$ cat config.mk
export PLATFORM = sky130hd
export DESIGN_NAME = class_decision
export DESIGN_NICKNAME = d
export VERILOG_FILES = /design/src/rtl/class_decision.sv
export SDC_FILE = /design/constraint.sdc
export NUM_CORES = 1
export LEC_CHECK = 0
export CORE_ASPECT_RATIO = 1.4
export CORE_MARGIN = 5
export CORE_UTILIZATION = 50
export CTS_BUF_LIST = sky130_fd_sc_hd__clkbuf_4 sky130_fd_sc_hd__clkbuf_8
export DETAILED_ROUTE_END_ITERATION = 16
export GPL_ROUTABILITY_DRIVEN = 0
export PLACE_DENSITY = 0.73
export SETUP_SLACK_MARGIN = 0.05
export SLEW_MARGIN = 10
export SYNTH_ARGS = -nofsm -noshare
export SYNTH_HDL_FRONTEND = slang
export SYNTH_SLANG_ARGS = --single-unit
export TNS_END_PERCENT = 5
$ cat constraint.sdc
create_clock -name clk -period 2.7 [get_ports clk]
set_clock_uncertainty 0.05 [all_clocks]
set_input_delay 0.54 -clock clk [delete_from_list [all_inputs] [get_ports clk]]
set_output_delay 0.54 -clock clk [all_outputs]
set_load 0.005 [all_outputs]
$ cat src/rtl/class_decision.sv
// class_decision: picks the winning class from a 4-score frame and reports a
// saturated top-1/top-2 confidence margin.
//
// Ports
//   clk, rst            clock, asynchronous active-high reset
//   score_valid/ready   handshake for one signed 16-bit score per transfer
//   score_data          class score, arriving in class order 0..3
//   score_last          must be set on the 4th score of a frame, and only there
//   conf_shift          right shift applied to the margin (sampled in RESOLVE)
//   classification_done one-cycle pulse, class_id/confidence valid
//   class_id            index of the winning class
//   confidence          (max - second) >> conf_shift, saturated to 255
//   frame_err           one-cycle pulse, malformed frame discarded
//   busy                frame partially received or being resolved
//
// Optional feature: define DECISION_TIMEOUT_EN to abort a partial frame after
// TIMEOUT_CYCLES idle cycles.
module class_decision #(
    parameter int unsigned TIMEOUT_CYCLES = 255
) (
    input  logic               clk,
    input  logic               rst,
    input  logic               score_valid,
    output logic               score_ready,
    input  logic signed [15:0] score_data,
    input  logic               score_last,
    input  logic [1:0]         conf_shift,
    output logic               classification_done,
    output logic [1:0]         class_id,
    output logic [7:0]         confidence,
    output logic               frame_err,
    output logic               busy
);

    localparam int unsigned SCORE_W  = 16;
    localparam int unsigned MARGIN_W = 17;
    localparam int unsigned CONF_W   = 8;
    localparam int unsigned IDX_W    = 2;
    localparam logic signed [SCORE_W-1:0] SCORE_MIN = 16'sh8000;
    localparam logic [IDX_W-1:0] LAST_IDX = 2'd3;

    // Parameter sanity: the idle counter is 8 bits wide.
    if (TIMEOUT_CYCLES < 1 || TIMEOUT_CYCLES > 255) begin : g_bad_timeout
        $error("TIMEOUT_CYCLES must be in 1..255");
    end

    typedef enum logic [1:0] {
        ACCUM   = 2'd0,
        RESOLVE = 2'd1,
        DONE    = 2'd2
    } state_t;

    state_t                    state_q, state_d;
    logic [IDX_W-1:0]          idx_q, idx_d;
    logic signed [SCORE_W-1:0] max_q, max_d;
    logic signed [SCORE_W-1:0] second_q, second_d;
    logic [IDX_W-1:0]          best_q, best_d;
    logic [IDX_W-1:0]          class_id_d;
    logic [CONF_W-1:0]         confidence_d;
    logic                      done_d;
    logic                      err_d;
    logic                      ready_d;
    logic                      busy_d;
    logic                      xfer;
    logic                      bad_frame;
    logic [MARGIN_W-1:0]       margin;
    logic [MARGIN_W-1:0]       shifted;

`ifdef DECISION_TIMEOUT_EN
    localparam int unsigned CNT_W = 8;
    localparam logic [CNT_W-1:0] IDLE_LIMIT = CNT_W'(TIMEOUT_CYCLES - 1);
    logic [CNT_W-1:0] idle_q, idle_d;
`endif

    // A score is consumed whenever valid meets ready.
    assign xfer = score_valid && score_ready;

    // score_last must coincide exactly with the 4th score.
    assign bad_frame = score_last != (idx_q == LAST_IDX);

    // Next-state, tracker update and resolve arithmetic.
    always_comb begin
        state_d      = state_q;
        idx_d        = idx_q;
        max_d        = max_q;
        second_d     = second_q;
        best_d       = best_q;
        class_id_d   = class_id;
        confidence_d = confidence;
        done_d       = 1'b0;
        err_d        = 1'b0;
        margin       = '0;
        shifted      = '0;
`ifdef DECISION_TIMEOUT_EN
        idle_d       = '0;
`endif

        case (state_q)
            ACCUM: begin
                if (xfer) begin
                    if (bad_frame) begin
                        idx_d = '0;
                        err_d = 1'b1;
                    end else begin
                        if (idx_q == '0) begin
                            max_d    = score_data;
                            second_d = SCORE_MIN;
                            best_d   = '0;
                        end else if (score_data > max_q) begin
                            second_d = max_q;
                            max_d    = score_data;
                            best_d   = idx_q;
                        end else if (score_data > second_q) begin
                            second_d = score_data;
                        end
                        idx_d = IDX_W'(idx_q + 2'd1);
                        if (idx_q == LAST_IDX) begin
                            state_d = RESOLVE;
                        end
                    end
`ifdef DECISION_TIMEOUT_EN
                end else if (idx_q != '0) begin
                    // Idle mid-frame: abort once the limit is reached.
                    if (idle_q == IDLE_LIMIT) begin
                        idx_d = '0;
                        err_d = 1'b1;
                    end else begin
                        idle_d = CNT_W'(idle_q + 8'd1);
                    end
`endif
                end
            end
            RESOLVE: begin
                // max >= second always holds, so the 17-bit difference is non-negative.
                margin  = MARGIN_W'($signed({max_q[SCORE_W-1], max_q}) -
                                    $signed({second_q[SCORE_W-1], second_q}));
                shifted = margin >> conf_shift;
                confidence_d = (shifted > 17'd255) ? 8'hFF : shifted[CONF_W-1:0];
                class_id_d   = best_q;
                state_d      = DONE;
            end
            DONE: begin
                done_d  = 1'b1;
                idx_d   = '0;
                state_d = ACCUM;
            end
            default: begin
                idx_d   = '0;
                state_d = ACCUM;
            end
        endcase

        ready_d = (state_d == ACCUM);
        busy_d  = (idx_d != '0) || (state_d != ACCUM);
    end

    // State and registered outputs.
    always_ff @(posedge clk or posedge rst) begin
        if (rst) begin
            state_q             <= ACCUM;
            idx_q               <= '0;
            max_q               <= '0;
            second_q            <= '0;
            best_q              <= '0;
            class_id            <= '0;
            confidence          <= '0;
            classification_done <= 1'b0;
            frame_err           <= 1'b0;
            score_ready         <= 1'b0;
            busy                <= 1'b0;
        end else begin
            state_q             <= state_d;
            idx_q               <= idx_d;
            max_q               <= max_d;
            second_q            <= second_d;
            best_q              <= best_d;
            class_id            <= class_id_d;
            confidence          <= confidence_d;
            classification_done <= done_d;
            frame_err           <= err_d;
            score_ready         <= ready_d;
            busy                <= busy_d;
        end
    end

`ifdef DECISION_TIMEOUT_EN
    // Idle counter for partial frames.
    always_ff @(posedge clk or posedge rst) begin
        if (rst) begin
            idle_q <= '0;
        end else begin
            idle_q <= idle_d;
        end
    end
`endif

endmodule

==> results of run 1 <==
-- path summary, 6_finish.rpt --
| check | startpoint | endpoint | slack, ns | cells after the start |
|---|---|---|---|---|
| setup / recovery | max_q[1] | second_q[6] | -0.09 | 13 |
| hold / removal | best_q[0] | best_q[0] | 0.45 | 2 |
| setup reg to reg | max_q[1] | second_q[6] | -0.09 | 13 |
| hold reg to reg | best_q[0] | best_q[0] | 0.45 | 2 |
| max in group asynchronous | rst | max_q[9] | 1.51 | 3 |
| min in group asynchronous | rst | confidence[1] | 0.52 | 2 |
-- cell families (layout without fill, tap and decap cells) --
group	Yosys count	after routing	synth area share
compound gates	89	89	0.152
xor+xnor	13	13	0.0278
fa+ha+maj	52	52	0.160
buf+inv	56	161	0.0576
flops	52	52	0.317
mux	63	63	0.174
simple gates	98	98	0.112
-- metal layers --
metal	up-vias	track usage
li1	1711	-
met1	1760	0.260
met2	78	0.395
met3	28	0.0231
met4	0	0.117
met5	-	0
-- registers in the layout (all words and copies together) (netlist names) --
signal and cells:
best_q 2, busy 1, class_id 2, classification_done 1, confidence 8, frame_err 1
idx_q 2, max_q 16, score_ready 1, second_q 16, state_q 2
-- stage by stage --
step                      cells  setup TNS, ns  power [uW]  setup WS [ns]  hold WS, ns
after floorplan             423              0        4660        0.00965        0.393
after global placement      610         -19.06        6150         -0.603        0.407
after detailed placement    610         -20.20        6300         -0.630        0.419
after CTS                   625         -0.468        7420        -0.0493        0.440
after global routing        630          -4.02        8420         -0.159        0.485
final                       630         -0.856        7830        -0.0860        0.454
-- cells in the final DEF, fill, tap and decap left out, types with 14 or more instances in the layout --
| master | instances |
|---|---|
| clkdlybuf4s50_1 | 20 |
| inv_1 | 37 |
| mux2i_1 | 28 |
| mux2_4 | 14 |
| mux2_2 | 19 |
| buf_4 | 69 |
| nor2_1 | 34 |
| dfrtp_1 | 51 |
| a21oi_1 | 15 |
| ha_1 | 37 |
| nand2_1 | 25 |
-- worst reg2reg max path, cell delays in order (launching register included) --
cell       delay (ns)
dfrtp_1          0.41
inv_2            0.07
buf_6            0.09
ha_4             0.19
nor2b_4          0.12
o21a_1           0.18
o2111ai_2        0.25
a31oi_2          0.16
o221ai_4         0.19
a21bo_1          0.18
o31a_1           0.20
buf_6            0.15
buf_12           0.13
mux2_4           0.31
-- what timing repair did --
action	4_1_cts	5_1_grt
pin swaps	39	23
resized for setup	49	30
setup buffers	7	5
cloned	1	0
setup endpoints to repair	41	42
hold buffers	0	0
-- final cells by class --
type / instances / area (sq um)
multi-input combinational: 315 / 2950
fill: 586 / 2480
sequential: 52 / 1300
timing repair buffer: 110 / 958
inverter: 43 / 161
tap: 102 / 128
clock buffer: 6 / 76.3
clock inverter: 2 / 35.0
-- power by group through the flow --
stage	registers, uW	logic [uW]	clock network (uW)
2_1_floorplan	1300	3350	0
3_3_place_gp	1320	4830	0
3_5_place_dp	1330	4970	0
4_1_cts	1320	5530	569
5_1_grt	1360	6470	590
6_report	1330	5950	559
==> metrics.md, run 1 <==
| Metric | Value |
|---|---|
| Outcome | complete, but fails checks |
| Violated checks | negative setup slack |
| Final-report max-slew violation count | 0 |
| Unrepaired setup endpoints after global routing | yes |
| Peak Freq | 359 MHz |
| Total Nets Final | 601 |
| Pin count of the biggest net entering global routing | 33 |
| Post-layout minimum cycle time | between 2 and 3 ns |
| I/O Buffers | 35 |
| Routed wire length | 11000 um |
| DR vias | 3577 |
| H-tree depth reported by CTS | 2 |
| Maximum Capacitance Violations | 0 |
| Number of antenna repair diodes | 0 |
| Maximum cell stage delay along the critical path | 0.41 ns |
| Portion of synthesized cell area occupied by the leading cell type | 0.317 |
| Router iterations before antenna repair | 6 |
| Dominant cell type by area after synthesis | dfrtp_1 |
| Total met2 wirelength after detailed routing | 5790 um |
| Met3 WL post-DR | just under 300 um |
| Clock Tree Buf Depth | 2 |
| Sequential share of power | 0.169 |
| DRC violation count after routing | 0 |
| Number of different library cells in the post-synthesis netlist | 50 |
| Summed instance area of the synthesized netlist | 4100 sq um |
| Synthesis-stage register bit count | 52 |
| Most frequently used cell type in the post-synthesis netlist | dfrtp_1 |
| Buffers and inverters on the worst path | 4 |
| Most instantiated cells after synthesis | dfrtp_1 (52), ha_1 (51), inv_1 (43), nor2_1 (34), mux2i_1 (28) |
| Setup crit start kind | flip-flop |
| CP Cell Sequence | inv_2 > buf_6 > ha_4 > nor2b_4 > o21a_1 > o2111ai_2 > a31oi_2 > o221ai_4 > a21bo_1 > o31a_1 > buf_6 > buf_12 > mux2_4 |
| Async set-or-reset flop fraction in the synthesized netlist | 1.00 |
| Routed length per instance | 17.5 um |
| Number of flops mapped to enable cells by yosys | 0 |
| Power Internal | 4380 uW |
| Worst endpoint required time | between 2 and 3 ns |
| Core region area | 8100 sq um |
| Number of nets in the synthesized netlist | 497 |
| Final Cell Area | 5620 sq um |
| Worst supply voltage drop on vdd | 629 uV |
| PwrDens | 1400 nW/um^2 |
| Number of standard cells after synthesis | 423 |
| Switching share of total power | 0.441 |
| Standard cell area after detailed placement | slightly above 5000 sq um |
| Fraction of power consumed by combinational cells | 0.759 |
| Share of post-route cells with drive strength above 1 | 0.322 |
| Static leakage | ~0.0026 uW |
| Count of endpoints failing setup in the final report | 13 |
| Antenna viol nets, final | 0 |
| Critical path arrival | 2.94 ns |
| Worst slew margin relative to its limit | 0.646 |
| Initial core utilization | 0.506 |
| Sw Pwr | 3460 uW |
| Average cell area after synthesis | about 9.7 sq um |
| Relative area change from synthesis to final layout | 36.9% |
| Via density per instance | 5.68 |
| Category of the worst setup path capture point | flip-flop |
| Via count of the first global-routing pass | 3708 |
| Width of the die | 86.6 um |
| Clock tree from TritonCTS | built |
| Initial antenna violation count | 0 |
| Clock insertion delay at the later pin of the skew report | 0.32 ns |
| Clock transition at path regs | 0.10 ns |
| Number of top-level pins | 36 |
| First-pass GRT wire length | 17700 um |
| Root cell of the clock tree | clkbuf_8 |
| Worst Slack Setup Final | -0.0860 ns |
| Met1 wire length | 4510 um |
| Die Outline Area | 10100 sq um |
| Number of DRC markers in iteration 0 | between 100 and 150 |
| Type of the worst setup path | reg2reg |
| Transition at the pin with the smallest max-transition slack | ~0.53 ns |
| End-of-flow core utilization | 0.693 |
| Share of the yosys chip area belonging to registers | 0.317 |
| Number of warnings printed during yosys synthesis | 0 |
| Global routing usage summed across all routing layers | 0.222 |
| Critical-path cell with the highest stage delay | dfrtp_1 |
| Cell types with the largest area share after synthesis | dfrtp_1 (32%), ha_1 (16%), mux2i_1 (6.8%), mux2_2 (5.2%), inv_1 (3.9%) |
| Kind of cell adding the most delay to the critical path | compound AO/OA/AOI/OAI gates |
| Global route total overflow | 0 |
| Class of the tightest hold or removal check | reg2reg |
| Highest layer used for signal routing | met4 |
| Synth Flop Type | dfrtp_1 |
| Worst-path maximum fanout | 6 |
| Total count of hold-check failures in the final report | 0 |
| Final clock period utilization by the worst path | 1.03 |
| Number of clock sinks | 52 |
| Number of buffers added by the clock tree synthesis step | 5 |
| Total half-perimeter wirelength after legalization and detailed placement | 7610 um |
| Clock power share | 0.071 |
| Cell type with the highest occurrence count on the critical path | buf_6 |
| # rows | 39 |
| Die height | ~120 um |
(Power assumes the default switching activity.)
==> inputs of run 2 (changes only) <==
Settings changed: CORE_UTILIZATION 50 to 53, CTS_BUF_LIST sky130_fd_sc_hd__clkbuf_4 sky130_fd_sc_hd__clkbuf_8 to unset, GPL_TIMING_DRIVEN set to 1, PLACE_DENSITY 0.73 to 0.77.
==> metrics.md, run 2 (synthesis gave the netlist of run 1 again) <==
| Metric | Value |
|---|---|
| Outcome | complete, but fails checks |
| Violated checks | negative setup slack |
| Post-layout minimum cycle time | 2.80 ns |
| DRC violation count after routing | 0 |
| Core region area | 7650 sq um |
| Switching share of total power | 0.448 |
| Setup crit start kind | primary input |
| Router iterations before antenna repair | 5 |
| Number of buffers added by the clock tree synthesis step | 5 |
| Die height | 114 um |
| Relative area change from synthesis to final layout | 37.9% |
| # rows | 38 |
| Worst endpoint required time | 2.86 ns |
| Clock Tree Buf Depth | 2 |
| Final clock period utilization by the worst path | 1.04 |
| Setup tns final | -1.40 ns |
| Source of the worst register-to-register timing path | max_q[12] |
| Number of top-level pins | 36 |
| Pin count of the biggest net entering global routing | 30 |
| Category of the worst setup path capture point | flip-flop |
| Critical path arrival | 2.96 ns |
| Buffers and inverters on the worst path | 5 |
| Routed length per instance | 18.2 um |
| Antenna viol nets, final | 0 |
| Capturing point of the worst reg2reg path | second_q[14] |
| Worst-path maximum fanout | 7 |
| Maximum cell stage delay along the critical path | approximately 0.32 ns |
| Kind of cell adding the most delay to the critical path | buffers and inverters |
| Top library cells by usage in the layout, fill and taps aside | buf_4 (72), dfrtp_1 (52), ha_1 (40), inv_1 (37), nor2_1 (33) |
| Registers with the highest flip-flop counts | max_q (16), second_q (16), confidence (8) |
| Cell type with the highest occurrence count on the critical path | buf_4 |
| Global routing usage summed across all routing layers | 0.231 |
| Fraction of power consumed by combinational cells | 0.778 |
| Clock tree from TritonCTS | built |
| Global route total overflow | 0 |
| Total count of hold-check failures in the final report | 0 |
| CP Cell Sequence | dlygate4sd2_1 > ha_1 > buf_4 > nor3_1 > o311ai_1 > buf_4 > o221ai_4 > a21bo_1 > o31a_1 > buf_6 > buf_12 > mux2_4 |
| WHS | 0.439 ns |
| Register-to-register setup slack | -0.06 ns |
| Peak Freq | 357 MHz |
| Clock power share | 0.059 |
| Class of the tightest hold or removal check | reg2reg |
| Clock transition at path regs | 0.11 ns |
| Reg2Reg Depth | 12 |
| First-pass GRT wire length | about 18000 um |
| Initial core utilization | 0.536 |
| Die Outline Area | 9630 sq um |
| Critical-path cell with the highest stage delay | ha_1 |
| Root cell of the clock tree | clkbuf_8 |
| I/O Buffers | 35 |
| Number of clock sinks | 52 |
| Routed wire length | approximately 12000 um |
| Most common cell after layout, fill and taps aside | buf_4 |
| Initial antenna violation count | 0 |
| Via density per instance | about 5.8 |
| DR vias | 3696 |
| Share of post-route cells with drive strength above 1 | 0.335 |
| Hold Path Cell Cnt | 2 |
| H-tree depth reported by CTS | 2 |
| Count of endpoints failing setup in the final report | 32 |
| Hold path endpoint | best_q[0] |
| Width of the die | 84.4 um |
| Worst supply voltage drop on vdd | approximately 700 uV |
| Worst Slack Setup Final | -0.0982 ns |
| Power Internal | 4430 uW |
| Total half-perimeter wirelength after legalization and detailed placement | 7750 um |
| Clock insertion delay at the later pin of the skew report | 0.32 ns |
| Number of DRC markers in iteration 0 | between 200 and 250 |
| Transition at the pin with the smallest max-transition slack | 0.575 ns |
| Final-report max-slew violation count | 0 |
| Type of the worst setup path | in2reg |
| Worst slew margin relative to its limit | 0.616 |
| Number of antenna repair diodes | 0 |
| Sw Pwr | 3590 uW |
| PwrDens | 1420 nW/um^2 |
| Maximum Capacitance Violations | 0 |
| Sequential share of power | 0.163 |
| Startpoint of the most critical hold path | best_q[0] |
| Total Nets Final | 608 |
| Unrepaired setup endpoints after global routing | yes |
| Static leakage | 0.00263 uW |
| Via count of the first global-routing pass | 3887 |
[run 2: cell count changes in the layout (fill, tap and decap cells not counted), sizes merged]
cell	delta
clkbuf	-2
dlymetal6s2s	-3
bufinv	-1
dlygate4sd2	+1
clkinvlp	+2
buf	+8
clkdlybuf4s15	+2
[run 2: through the flow]
step                      area, sq um  power, uW  instances  setup WS, ns   util
after floorplan                  4130       4660        423       0.00965      -
after global placement           5050       6140        611        -0.597  0.660
after detailed placement         5050       6330        611        -0.673  0.660
after CTS                        5500       7470        632        0.0180  0.719
after global routing             5660       8580        635        -0.200  0.739
final                            5660       8020        635       -0.0982  0.739
[run 2: layout make-up]
type	instances	area [sq um]
clock buffers	5	68.8
flip-flops and latches	52	1300
well taps	100	125
inverters	43	161
multi-input cells	315	2960
repair buffers	117	1020
clock inverters	3	23.8
fillers	527	2000
[run 2: repair_timing]
action / 4_1_cts / 5_1_grt
pin swaps: 32 / 20
setup buffers: 12 / 3
hold buffers: 0 / 0
cloned: 1 / 0
setup endpoints to repair: 42 / 40
resized for setup: 70 / 22
[run 2: power groups by stage]
stage,logic (uW),registers [uW],clock network [uW]
floorplan,3350,1300,0
global placement,4830,1310,0
detailed placement,5000,1330,0
CTS,5690,1300,478
global route,6730,1340,508
finish,6240,1310,471
[run 2: worst max path at each step]
stage                        start      endpoint  slack (ns)  depth (start not counted)
finish              score_data[12]  second_q[14]        -0.1                         12
global route        score_data[12]  second_q[12]       -0.20                         11
CTS                       max_q[1]   second_q[9]        0.02                         13
detailed placement   score_data[1]   second_q[1]       -0.67                         11
global placement     score_data[1]   second_q[2]       -0.60                         11
floorplan            score_data[9]   second_q[0]        0.01                         12
[run 2: tightest hold or removal path, delay by kind of cell (launching register included)]
kind | cells | cell delay, ns
flip-flops | 1 | 0.36
AND/OR/NAND/NOR | 1 | 0.05
AO/OA/AOI/OAI | 1 | 0.05
[run 2: per-layer routing]
metal  wire, um  global-route usage
met5          0                   0
met4        354              0.0919
met3        476              0.0288
met2       6250               0.445
met1       4470               0.253
==> inputs of run 3 (changes only) <==
Settings changed: CORE_MARGIN 5 to unset, CORE_UTILIZATION 53 to 59, PLACE_DENSITY 0.77 to 0.81.
Clock period 2.7 ns to 3.2 ns, I/O delays scaled along.
==> metrics.md, run 3 (synthesis gave the netlist of run 1 again) <==
| Metric | Value |
|---|---|
| Outcome | finished, final reports clean |
| H-tree depth reported by CTS | 2 |
| PwrDens | 1100 nW/um^2 |
| Worst supply voltage drop on vdd | 546 uV |
| Top library cells by usage in the layout, fill and taps aside | dfrtp_1 (52), ha_1 (51), inv_1 (42), clkdlybuf4s50_1 (35), nor2_1 (34) |
| Width of the die | slightly above 70 um |
| Global route total overflow | 0 |
| Post-route total power | about 5400 uW |
| End-of-flow core utilization | 0.737 |
| DR vias | 3330 |
| Transition at the pin with the smallest max-transition slack | slightly below 0.6 ns |
| Final clock period utilization by the worst path | 0.972 |
| Setup crit start kind | primary input |
| Number of DRC markers in iteration 0 | 104 |
| I/O Buffers | 35 |
| Worst-path maximum fanout | 7 |
| Power Internal | ~2900 uW |
| Worst endpoint required time | ~3.4 ns |
| Static leakage | 0.00231 uW |
| Peak Freq | 322 MHz |
| Most common cell after layout, fill and taps aside | dfrtp_1 |
| Unrepaired setup endpoints after global routing | yes |
| Cell count after placement | 565 |
| Pre-CTS worst setup slack | -0.196 ns |
| Maximum Capacitance Violations | 0 |
| Post-layout minimum cycle time | 3.11 ns |
| Registers with the highest flip-flop counts | max_q (16), second_q (16), confidence (8) |
| Total stage count of the critical path | 11 |
| Antenna viol nets, final | 0 |
| Sw Pwr | 2490 uW |
| Class of the tightest hold or removal check | reg2reg |
| # rows | 35 |
| Routed length per instance | 16.4 um |
| Kind of cell adding the most delay to the critical path | compound AO/OA/AOI/OAI gates |
| Count of endpoints failing setup in the final report | 0 |
| Reg2Reg Depth | 11 |
| Category of the worst setup path capture point | flip-flop |
| Buffers and inverters on the worst path | 2 |
| Number of standard cells in the layout, taps in and fillers out | a little under 600 |
| Initial core utilization | 0.616 |
| Number of antenna repair diodes | 0 |
| Routed wire length | 9490 um |
| Clock insertion delay at the later pin of the skew report | 0.32 ns |
| Final-report max-slew violation count | 0 |
| Number of filler instances in the final layout | 484 |
| Clock transition at path regs | roughly 0.11 ns |
| Critical path arrival | ~3.3 ns |
| Via count of the first global-routing pass | approximately 3400 |
| First-pass GRT wire length | about 15000 um |
| Number of buffers added by the clock tree synthesis step | 5 |
| Relative area change from synthesis to final layout | 19.6% |
| Clock power share | 0.072 |
| Share of post-route cells with drive strength above 1 | 0.175 |
| Maximum cell stage delay along the critical path | around 0.43 ns |
| Pin count of the biggest net entering global routing | 28 |
| Core region area | 6660 sq um |
| Worst slew margin relative to its limit | 0.615 |
| Clock tree from TritonCTS | built |
| Router iterations before antenna repair | 4 |
| Total half-perimeter wirelength after legalization and detailed placement | 7270 um |
| Hold Path Cell Cnt | 2 |
| Sequential share of power | 0.212 |
| Via density per instance | 5.76 |
| Clock Tree Buf Depth | 2 |
| Global routing usage summed across all routing layers | 0.272 |
| DRC violation count after routing | 0 |
| Total Nets Final | ~560 |
| Die Outline Area | 7300 sq um |
| Root cell of the clock tree | clkbuf_8 |
| Switching share of total power | 0.459 |
| Type of the worst setup path | in2reg |
| Number of clock sinks | 52 |
| Worst Slack Setup Final | 0.0911 ns |
| CP Cell Sequence | clkdlybuf4s50_1 > ha_1 > nor2b_1 > o21a_1 > o2111ai_2 > a31oi_2 > o221ai_4 > a21bo_1 > o31a_1 > buf_6 > mux2_1 |
| Initial antenna violation count | 0 |
| Fraction of power consumed by combinational cells | 0.715 |
| Total count of hold-check failures in the final report | 0 |
| Critical-path cell with the highest stage delay | clkdlybuf4s50_1 |
| Die height | 101 um |
| Number of top-level pins | 36 |
run 3: changes by cell type in the layout (fill, tap and decap cells not counted), sizes merged:
| cell | previous run | this run |
|---|---|---|
| inv | 43 | 44 |
| clkinvlp | 2 | 1 |
| clkdlybuf4s50 | 20 | 35 |
| dlygate4sd2 | 12 | 0 |
| clkdlybuf4s15 | 2 | 0 |
| buf | 83 | 33 |
run 3: power groups by stage:
| stage | clock network (uW) | logic, uW | registers [uW] |
|---|---|---|---|
| after floorplan | 0 | 2810 | 1100 |
| after detailed placement | 0 | 3670 | 1160 |
| after global routing | 423 | 4270 | 1180 |
| final | 393 | 3880 | 1150 |
| after CTS | 401 | 3700 | 1150 |
| after global placement | 0 | 3540 | 1150 |
run 3: metrics by stage:
stage                     hold WS (ns)  setup TNS, ns  cell area, sq um
after floorplan                  0.393              0              4100
final                            0.427              0              4910
after global routing             0.470        -0.0307              4910
after global placement           0.406          -2.09              4720
after detailed placement         0.415          -3.61              4720
after CTS                        0.435              0              4810
run 3: final cells by class:
cell class	instances	area [sq um]	area share
multi-input cells	315	2620	0.534
flip-flops and latches	52	1300	0.265
repair buffers	68	618	0.126
inverters	43	161	0.0329
well taps	92	115	0.0235
clock buffers	5	68.8	0.0140
clock inverters	3	21.3	0.00433
run 3: per-layer routing:
layer  part of all wire  vias to the layer above  global-route usage
met5                  0                        -                   0
met3              0.019                       20              0.0270
met4              0.024                        0              0.0875
met2               0.52                       57               0.507
met1               0.44                     1617               0.320
li1                   -                     1636                   -
run 3: final timing paths:
kind,endpoint,startpoint,slack [ns]
min in group asynchronous,class_id[0],rst,0.65
worst max-delay path,second_q[10],score_data[1],0.09
worst max register to register,confidence[1],max_q[0],0.26
max in group asynchronous,confidence[0],rst,1.90
worst min-delay path,best_q[0],best_q[0],0.43
worst min register to register,best_q[0],best_q[0],0.43
run 3: worst reg2reg max path, delay by kind of cell, from the launching register on:
family / cells / cell delay (ns)
AO/OA/AOI/OAI: 5 / 1.15
XOR/XNOR: 1 / 0.16
flip-flops: 1 / 0.39
buffers and inverters: 1 / 0.07
AND/OR/NAND/NOR: 2 / 0.37
adder cells (fa/ha/maj): 2 / 0.60
run 3: what timing repair did:
action / in CTS / in global routing
hold endpoints to repair: 0 / 0
setup buffers: 0 / 4
endpoints found under the setup margin: 0 / 32
gates resized for setup: 0 / 12
hold buffers: 0 / 0
